File: config.mk
export PLATFORM = sky130hd
export DESIGN_NAME = l2_bus_receiver
export DESIGN_NICKNAME = d
export VERILOG_FILES = /design/src/rtl/l2_bus_receiver.sv
export SDC_FILE = /design/constraint.sdc
export NUM_CORES = 1
export LEC_CHECK = 0
export ABC_AREA = 1
export ABC_CLOCK_PERIOD_IN_PS = 7350
export CAP_MARGIN = 10
export CORE_MARGIN = 3
export CORE_UTILIZATION = 25
export CTS_BUF_LIST = sky130_fd_sc_hd__clkbuf_4
export DETAILED_ROUTE_END_ITERATION = 8
export DONT_BUFFER_PORTS = 1
export GPL_ROUTABILITY_DRIVEN = 0
export GPL_TIMING_DRIVEN = 0
export HOLD_SLACK_MARGIN = 0.03
export SLEW_MARGIN = 20
export SYNTH_ARGS = -nofsm -noshare
export SYNTH_HDL_FRONTEND = slang
export SYNTH_SLANG_ARGS = --single-unit
File: constraint.sdc
create_clock -name clk -period 7.35 [get_ports clk]
set_clock_uncertainty 0.1 [all_clocks]
set_input_delay 0.3675 -clock clk [delete_from_list [all_inputs] [get_ports clk]]
set_output_delay 0.3675 -clock clk [all_outputs]
set_load 0.005 [all_outputs]
File: src/rtl/l2_bus_receiver.sv
// L2 request receiver: merges L1 and snoop requests into one decoded FIFO; 1-cycle enqueue-to-head latency.
// Backpressure: readiness comes from registered occupancy only, and snoop wins the last free slot.
module l2_bus_receiver #(
  parameter int ADDR_WIDTH  = 32,
  parameter int OFFSET_BITS = 6,
  parameter int INDEX_BITS  = 14,
  parameter int DEPTH       = 4,
  localparam int TAG_BITS   = ADDR_WIDTH - INDEX_BITS - OFFSET_BITS,
  localparam int PTR_W      = $clog2(DEPTH),
  localparam int CNT_W      = PTR_W + 1
) (
  input  logic                   clk,
  input  logic                   reset,
  input  logic [ADDR_WIDTH-1:0]  l1_addr,
  input  logic [7:0]             l1_op,
  input  logic                   l1_valid,
  output logic                   l1_ready,
  input  logic [ADDR_WIDTH-1:0]  shared_addr,
  input  logic [7:0]             shared_op,
  input  logic                   shared_valid,
  output logic                   shared_ready,
  output logic                   req_valid,
  input  logic                   req_ready,
  output logic [2:0]             req_kind,
  output logic [TAG_BITS-1:0]    req_tag,
  output logic [INDEX_BITS-1:0]  req_index,
  output logic [OFFSET_BITS-1:0] req_offset,
  output logic                   req_is_snoop,
  output logic [CNT_W-1:0]       fifo_count,
  output logic                   illegal_op,
  output logic [7:0]             err_count
);

  localparam logic [7:0] OP_I = 8'h49;
  localparam logic [7:0] OP_R = 8'h52;
  localparam logic [7:0] OP_W = 8'h57;
  localparam logic [7:0] OP_M = 8'h4D;

  localparam logic [2:0] K_L1_READ  = 3'd0;
  localparam logic [2:0] K_L1_WRITE = 3'd1;
  localparam logic [2:0] K_SNP_INV  = 3'd2;
  localparam logic [2:0] K_SNP_RD   = 3'd3;
  localparam logic [2:0] K_SNP_WR   = 3'd4;
  localparam logic [2:0] K_SNP_RWIM = 3'd5;

  localparam logic [CNT_W-1:0] DEPTH_C = CNT_W'(DEPTH);

  typedef struct packed {
    logic [2:0]            kind;
    logic [ADDR_WIDTH-1:0] addr;
  } entry_t;

  entry_t           mem [DEPTH];
  logic [PTR_W-1:0] wr_ptr;
  logic [PTR_W-1:0] rd_ptr;
  logic [PTR_W-1:0] l1_slot;
  logic [CNT_W-1:0] free_slots;
  logic             rdy_en;

  logic       l1_legal, snp_legal;
  logic [2:0] l1_kind, snp_kind;
  logic       l1_acc, snp_acc, l1_enq, snp_enq, deq;
  logic [1:0] n_enq, n_ill;
  logic [8:0] err_sum;
  entry_t     head;

  // rdy_en holds readiness low for the first cycle after reset is released.
  assign free_slots   = DEPTH_C - fifo_count;
  assign shared_ready = rdy_en && !reset && (fifo_count < DEPTH_C);
  assign l1_ready     = rdy_en && !reset &&
                        ((free_slots >= CNT_W'(2)) ||
                         ((free_slots == CNT_W'(1)) && !shared_valid));

  always_comb begin
    l1_legal  = 1'b1;
    l1_kind   = K_L1_READ;
    snp_legal = 1'b1;
    snp_kind  = K_SNP_INV;
    case (l1_op)
      OP_R:    l1_kind = K_L1_READ;
      OP_W:    l1_kind = K_L1_WRITE;
      default: l1_legal = 1'b0;
    endcase
    case (shared_op)
      OP_I:    snp_kind = K_SNP_INV;
      OP_R:    snp_kind = K_SNP_RD;
      OP_W:    snp_kind = K_SNP_WR;
      OP_M:    snp_kind = K_SNP_RWIM;
      default: snp_legal = 1'b0;
    endcase
  end

  assign snp_acc = shared_valid && shared_ready;
  assign l1_acc  = l1_valid && l1_ready;
  assign snp_enq = snp_acc && snp_legal;
  assign l1_enq  = l1_acc && l1_legal;
  assign deq     = req_valid && req_ready;
  assign n_enq   = {1'b0, snp_enq} + {1'b0, l1_enq};
  assign n_ill   = {1'b0, snp_acc && !snp_legal} + {1'b0, l1_acc && !l1_legal};
  assign err_sum = {1'b0, err_count} + 9'(n_ill);
  // Snoop takes the first free slot; L1 lands behind it when both enqueue.
  assign l1_slot = snp_enq ? wr_ptr + PTR_W'(1) : wr_ptr;

  always_ff @(posedge clk) begin
    if (snp_enq) mem[wr_ptr]  <= '{kind: snp_kind, addr: shared_addr};
    if (l1_enq)  mem[l1_slot] <= '{kind: l1_kind, addr: l1_addr};
  end

  always_ff @(posedge clk) begin
    if (reset) begin
      wr_ptr     <= '0;
      rd_ptr     <= '0;
      fifo_count <= '0;
      err_count  <= '0;
      illegal_op <= 1'b0;
      rdy_en     <= 1'b0;
    end else begin
      wr_ptr     <= wr_ptr + PTR_W'(n_enq);
      rd_ptr     <= rd_ptr + PTR_W'(deq);
      fifo_count <= fifo_count + CNT_W'(n_enq) - CNT_W'(deq);
      err_count  <= (err_sum > 9'd255) ? 8'hFF : err_sum[7:0];
      illegal_op <= (n_ill != 2'd0);
      rdy_en     <= 1'b1;
    end
  end

  assign head         = mem[rd_ptr];
  assign req_valid    = (fifo_count != '0);
  assign req_kind     = head.kind;
  assign req_tag      = head.addr[ADDR_WIDTH-1 -: TAG_BITS];
  assign req_index    = head.addr[OFFSET_BITS +: INDEX_BITS];
  assign req_offset   = head.addr[OFFSET_BITS-1:0];
  assign req_is_snoop = (head.kind >= K_SNP_INV);

endmodule

# Yosys cells after proc, flatten, opt, wreduce, memory -nomap -nowiden
# Memories as Yosys holds them, arrays and structs flattened. A register that Yosys moved wholly into a read port is not among the register bits.
# Cells that the tools add are included.
# word_totals
mem_count	1
output_inout_bits	51
ram_bits	140
wordCells	59
register_bits	17
input_bits	85
# op_classes
n_addsub	9
magnitude_cmp	4
reduce_logical	20
eq_ne	7
muxes	12
# memory_table
name	depth	word_bits	read_ports	rd_ports_with_merged_regs	write_ports	line	text
mem	4	35	1	1	2	53	entry_t mem [DEPTH];
# op_table
cell	count
equality test 8 x 7 -> 1 bit, second input constant	6
logical AND 1 bit	11
adder 8 x 2 -> 9 bit	1
greater-than comparator 9 x 8 -> 1 bit, second input constant	1
one-hot mux 3 bit (3 select lines)	1
2-to-1 mux 1 bit	8
2-to-1 mux 8 bit	1
greater-or-equal comparator 3 x 2 -> 1 bit, second input constant	2
adder 1 x 1 -> 2 bit	2
zero test 1 bit	4
2-to-1 mux 2 bit	2
OR reduction 4 bit	1
adder 3 x 2 -> 3 bit	1
equality test 3 x 1 -> 1 bit, second input constant	1
less-than comparator 3 bit, second input constant	1
nonzero test 3 bit	1
subtractor 3 x 1 -> 3 bit	1
subtractor 3 bit, first input constant	1
adder 2 x 1 -> 2 bit	1
adder 2 x 1 -> 2 bit, second input constant	1
adder 2 bit	1
nonzero test 2 bit	1
OR reduction 2 bit	1
logical OR 1 bit	1

# Depth between registers and ports, before layout
# logic_depth
word_depth	11
mapped_depth	19
mapped_depth_nobuf	19

# Worst setup path before layout
# No wires, ideal clock.
# synth_path
path_kind	register to register
startpoint	register fifo_count[0]
endpoint	register fifo_count[2]
path_stages_with_launch	20
synth_period_minus_slack_ps	3239
n_path_buf	1
required_time_ps	7122
arrival_ps	3012
path_slack_ps	4111
cell_sequence	dfxtp_1 > inv_1 > ha_1 > ha_1 > nand2_1 > a211oi_1 > nor2_2 > nand2_2 > nor2_8 > buf_2 > ha_1 > inv_1 > ha_1 > inv_1 > ha_1 > inv_1 > fa_1 > xor2_1 > inv_1 > nor2_1
# synth_between
elab_chain_len	10
word_cells_on_any_way	17
classes_between	4 x add/sub; 2 x order compare; 1 x eq/ne; 10 x reduce/logical
# synth_rtl
item	line	text
start, declared	29	output logic [CNT_W-1:0] fifo_count,
start signal, assigned	120	fifo_count <= fifo_count + CNT_W'(n_enq) - CNT_W'(deq);
subtractor 3 bit (*)	68	assign free_slots = DEPTH_C - fifo_count;
parallel branches: the longest is 2 deep, another holds greater-or-equal comparator 3 x 2 -> 1 bit	n/a	
logical OR 1 bit (*)	71	((free_slots >= CNT_W'(2)) ||
logical AND 1 bit (*)	70	assign l1_ready = rdy_en && !reset &&
named net l1_ready	17	output logic l1_ready,
logical AND 1 bit (*)	94	assign l1_acc = l1_valid && l1_ready;
logical AND 1 bit (*)	96	assign l1_enq = l1_acc && l1_legal;
adder 1 x 1 -> 2 bit (*)	98	assign n_enq = {1'b0, snp_enq} + {1'b0, l1_enq};
adder 3 x 2 -> 3 bit (*)	120	
subtractor 3 x 1 -> 3 bit (*)	120	
# Mark *: on every way through the listed nets, which the timed path passes.
# A chain may end at the register's enable or synchronous reset.

# Worst setup path in the final report
# Same ends and word-level chain as after synthesis.

==> impl_metrics.sql <==
INSERT INTO impl_metrics (metric_group, metric, value, unit) VALUES
('cts', 'cts_tree', 'built', ''),
('synthesis', 'syn-num-nets', '1309', ''),
('cts', 'cts_num_sinks', '157', ''),
('worst_hold_path', 'hold_path_class', 'in -> reg', ''),
('floorplanning', 'die_w', '200.8', 'µm'),
('floorplanning', 'fp-row-count', '70', ''),
('cts', 'cts_root_cell', 'sky130_fd_sc_hd__clkbuf_4', ''),
('timing', 'timing_hold_violations_final', '0', ''),
('global_routing', 'global_route.overflow_total', '0', ''),
('critical_path', 'worst_setup_path_endpoint', 'fifo_count[2]', ''),
('synthesis', 'yosys.area_share.xor_xnor', '0.006465', ''),
('synthesis', 'synth_simple_gate_area_share', '0.3365', ''),
('placement', 'post-dp-hpwl', '26330', 'µm'),
('synthesis', 'complex_gate_fraction_of_the_synthesized_area', '0.07468', ''),
('critical_path', 'start_kind', 'flip-flop', ''),
('floorplanning', 'die_outline_area', '40300', 'µm²'),
('routing', 'detail_route.first_pass.iterations', '6', ''),
('cells_and_area', 'areaGrowthSynthToFinish', '19.80', '%'),
('cts', 'cts_repair_resizes', '0', ''),
('floorplanning', 'design.core.area', '36960', 'µm²'),
('critical_path', 'r2r_slack', '3700', 'ps'),
('power', 'ir_drop', '0.1112', 'mV'),
('synthesis', 'postSynthRegisterBits', '157', ''),
('cts', 'clkSlewWorstSetupHoldPaths', '170', 'ps'),
('cts', 'cts_buffers', '17', ''),
('power', 'p_switching', '0.8529', 'mW'),
('cells_and_area', 'final-instance-count-excl-fill', '1829', ''),
('power', 'switching_share', '0.3953', ''),
('cells_and_area', 'commonest_non_fill_non_tap_cell_in_the_layout', 'sky130_fd_sc_hd__nand2_1', ''),
('power', 'p_leak', '4.724', 'nW'),
('timing', 'worst-slew-pin-transition', '853.4', 'ps'),
('timing', 'maxClockFrequency', '0.2737', 'GHz'),
('floorplanning', 'fp.dieH', '200.8', 'µm'),
('cells_and_area', 'finish.net_count', '1416', ''),
('critical_path', 'highest_net_fanout_along_the_worst_path', '10', ''),
('cts', 'clock_latency', '590', 'ps'),
('synthesis', 'synth-adder-area-share', '0.02929', ''),
('synthesis', 'synth_enable_flop_cells', '132', ''),
('critical_path', 'ff2ff_path_depth', '19', ''),
('synthesis', 'synth_top_flop_cell', 'sky130_fd_sc_hd__edfxtp_1', ''),
('critical_path', 'r2r-start', 'fifo_count[0]', ''),
('routing', 'detail_route.iter0.violations', '1325', ''),
('cells_and_area', 'most-common-layout-cells', '301 x sky130_fd_sc_hd__nand2_1, 240 x sky130_fd_sc_hd__nor2_1, 133 x sky130_fd_sc_hd__nand4_1, 132 x sky130_fd_sc_hd__edfxtp_1, 84 x sky130_fd_sc_hd__dlygate4sd3_1', ''),
('timing', 'slew-limit-headroom', '0.4310', ''),
('critical_path', 'setup.worst_path.end_class', 'flip-flop', ''),
('critical_path', 'critical_path_arrival', '4020', 'ps'),
('power', 'p_int', '1.305', 'mW'),
('placement', 'dp.cells', '1711', ''),
('placement', 'io_buffer_count', '0', ''),
('routing', 'post_drt_wl_per_cell', '20.72', 'µm'),
('global_routing', 'grt_first_pass_wirelength', '55960', 'µm'),
('outcome', 'run_status', 'completed', ''),
('routing', 'ant_nets', '0', ''),
('synthesis', 'synth_largest_type_area_fraction', '0.4180', ''),
('synthesis', 'synth.top_cells.by_area', 'sky130_fd_sc_hd__edfxtp_1 42%, sky130_fd_sc_hd__nand2_1 12%, sky130_fd_sc_hd__nor2_1 9.5%, sky130_fd_sc_hd__nand4_1 8.8%, sky130_fd_sc_hd__dfxtp_1 5.3%', ''),
('global_routing', 'grt_antenna_before_repair', '4', ''),
('timing', 'grt_setup_unrepaired', 'no', ''),
('critical_path', 'setup_crit_path_kind', 'reg -> reg', ''),
('floorplanning', 'floorplan.initialDensity', '0.2566', ''),
('synthesis', 'synth_top_family_by_area', 'simple AND/OR/NAND/NOR gates', ''),
('cells_and_area', 'count_of_filler_cells_inserted_in_the_layout', '3953', ''),
('routing', 'vias', '9477', ''),
('cts', 'h_tree_level_count', '4', ''),
('synthesis', 'asyncSetResetFlopFracSynth', '0', ''),
('power', 'clock_power_share', '0.268', ''),
('routing', 'viasPerCell', '5.182', ''),
('synthesis', 'synth_area_per_cell', '7.883', 'µm²'),
('power', 'logic_gate_share_of_total_power', '0.277', ''),
('synthesis', 'synth_cell_types', '38', ''),
('routing', 'wirelength', '37900', 'µm'),
('synthesis', 'syn-cell-area', '9483', 'µm²');
-- cell families (layout without fill, tap and decap cells) --
| family | count (synthesis) | count (layout) |
|---|---|---|
| AOI/OAI and AO/OA | 127 | 127 |
| xor gates and xnor gates | 7 | 7 |
| adders and majority gates | 21 | 21 |
| buffers and inverters | 172 | 292 |
| DFF | 157 | 157 |
| other | 0 | 2 |
| and+or+nand+nor | 719 | 719 |
-- sequential cells by signal, summed over array words and instances, names as in the netlist --
name,count
rd_ptr,2
fifo_count,3
mem,140
rdy_en,1
err_count,8
wr_ptr,2
illegal_op,1
-- final cells by class --
cell class	count	area [µm²]	share of cell area
inverter	83	311.5	0.02742
sequential	157	4464	0.3930
multi-input combinational	874	4248	0.3739
buffer	89	469.2	0.04130
timing repair buffer	88	935.9	0.08238
clock inverter	15	168.9	0.01487
clock buffer	17	127.6	0.01123
tap	504	630.6	0.05551
antenna	2	5.005	0.0004405
-- power by group through the flow --
stage               Sequential [mW]  Clock, mW  Combinational, mW
floorplan                     0.997          0              0.335
global placement               1.00          0              0.553
detailed placement             1.00          0              0.565
CTS                           0.982      0.574              0.605
global route                  0.986      0.615              0.652
finish                        0.982      0.577              0.598
-- metal layers --
| metal | global-route usage | share of wire | wire (µm) |
|---|---|---|---|
| met5 | 0 | 0.00055 | 21 |
| met4 | 0.05320 | 0.024 | 919 |
| met3 | 0.04816 | 0.12 | 4429 |
| met2 | 0.2968 | 0.47 | 17710 |
| met1 | 0.2361 | 0.39 | 14820 |
-- timing repair --
item / in CTS / in global routing
hold endpoints to repair: 135 / 0
buffers inserted: 0 / 0
hold buffers: 84 / 0
-- synth_stat cells (10+ instances only) --
cell type                  instances
sky130_fd_sc_hd__o22ai_1          33
sky130_fd_sc_hd__dfxtp_1          25
sky130_fd_sc_hd__nand2_1         305
sky130_fd_sc_hd__inv_1            78
sky130_fd_sc_hd__ha_1             19
sky130_fd_sc_hd__buf_2            48
sky130_fd_sc_hd__edfxtp_1        132
sky130_fd_sc_hd__o21ai_0          73
sky130_fd_sc_hd__nor2_1          240
sky130_fd_sc_hd__nand3_1          15
sky130_fd_sc_hd__clkbuf_1         27
sky130_fd_sc_hd__nand4_1         133
sky130_fd_sc_hd__nand2_2          10
-- critical path, stage by stage (launching register included) --
cell and delay (ps):
sky130_fd_sc_hd__dfxtp_1 480, sky130_fd_sc_hd__inv_1 100, sky130_fd_sc_hd__ha_1 230, sky130_fd_sc_hd__ha_1 270
sky130_fd_sc_hd__nand2_1 70, sky130_fd_sc_hd__a211oi_1 50, sky130_fd_sc_hd__nor2_2 150, sky130_fd_sc_hd__nand2_2 130
sky130_fd_sc_hd__nor2_8 210, sky130_fd_sc_hd__buf_2 310, sky130_fd_sc_hd__ha_1 300, sky130_fd_sc_hd__inv_1 70
sky130_fd_sc_hd__ha_1 210, sky130_fd_sc_hd__inv_1 50, sky130_fd_sc_hd__ha_1 130, sky130_fd_sc_hd__inv_1 50
sky130_fd_sc_hd__fa_1 380, sky130_fd_sc_hd__xor2_1 170, sky130_fd_sc_hd__inv_1 60, sky130_fd_sc_hd__nor2_1 30
-- how the worst min path moves through the flow --
stage / start / end / slack, ps / depth (start not counted)
after global placement: reset / err_count[0] / 340 / 1
after CTS: shared_addr[3] / mem[3][3] / 30 / 4
final: shared_addr[0] / mem[1][0] / 60 / 4
after global routing: shared_addr[3] / mem[0][3] / 50 / 4
after floorplan: reset / err_count[0] / 340 / 1
after detailed placement: reset / err_count[0] / 340 / 1
-- metrics by stage --
stage / worst slack, ps / total power, mW / cell area [µm²] / utilization / hold WS, ps
4_1_cts: 3671 / 2.162 / 11360 / 0.3072 / 31.59
3_3_place_gp: 3198 / 1.554 / 10110 / 0.2736 / 337.8
5_1_grt: 3454 / 2.253 / 11360 / 0.3074 / 46.88
3_5_place_dp: 3690 / 1.567 / 10220 / 0.2765 / 339.9
2_1_floorplan: 4111 / 1.332 / 9483 / - / 336.6
6_report: 3697 / 2.158 / 11360 / 0.3074 / 56.39
No activity file was read; power rests on OpenSTA's default activity.
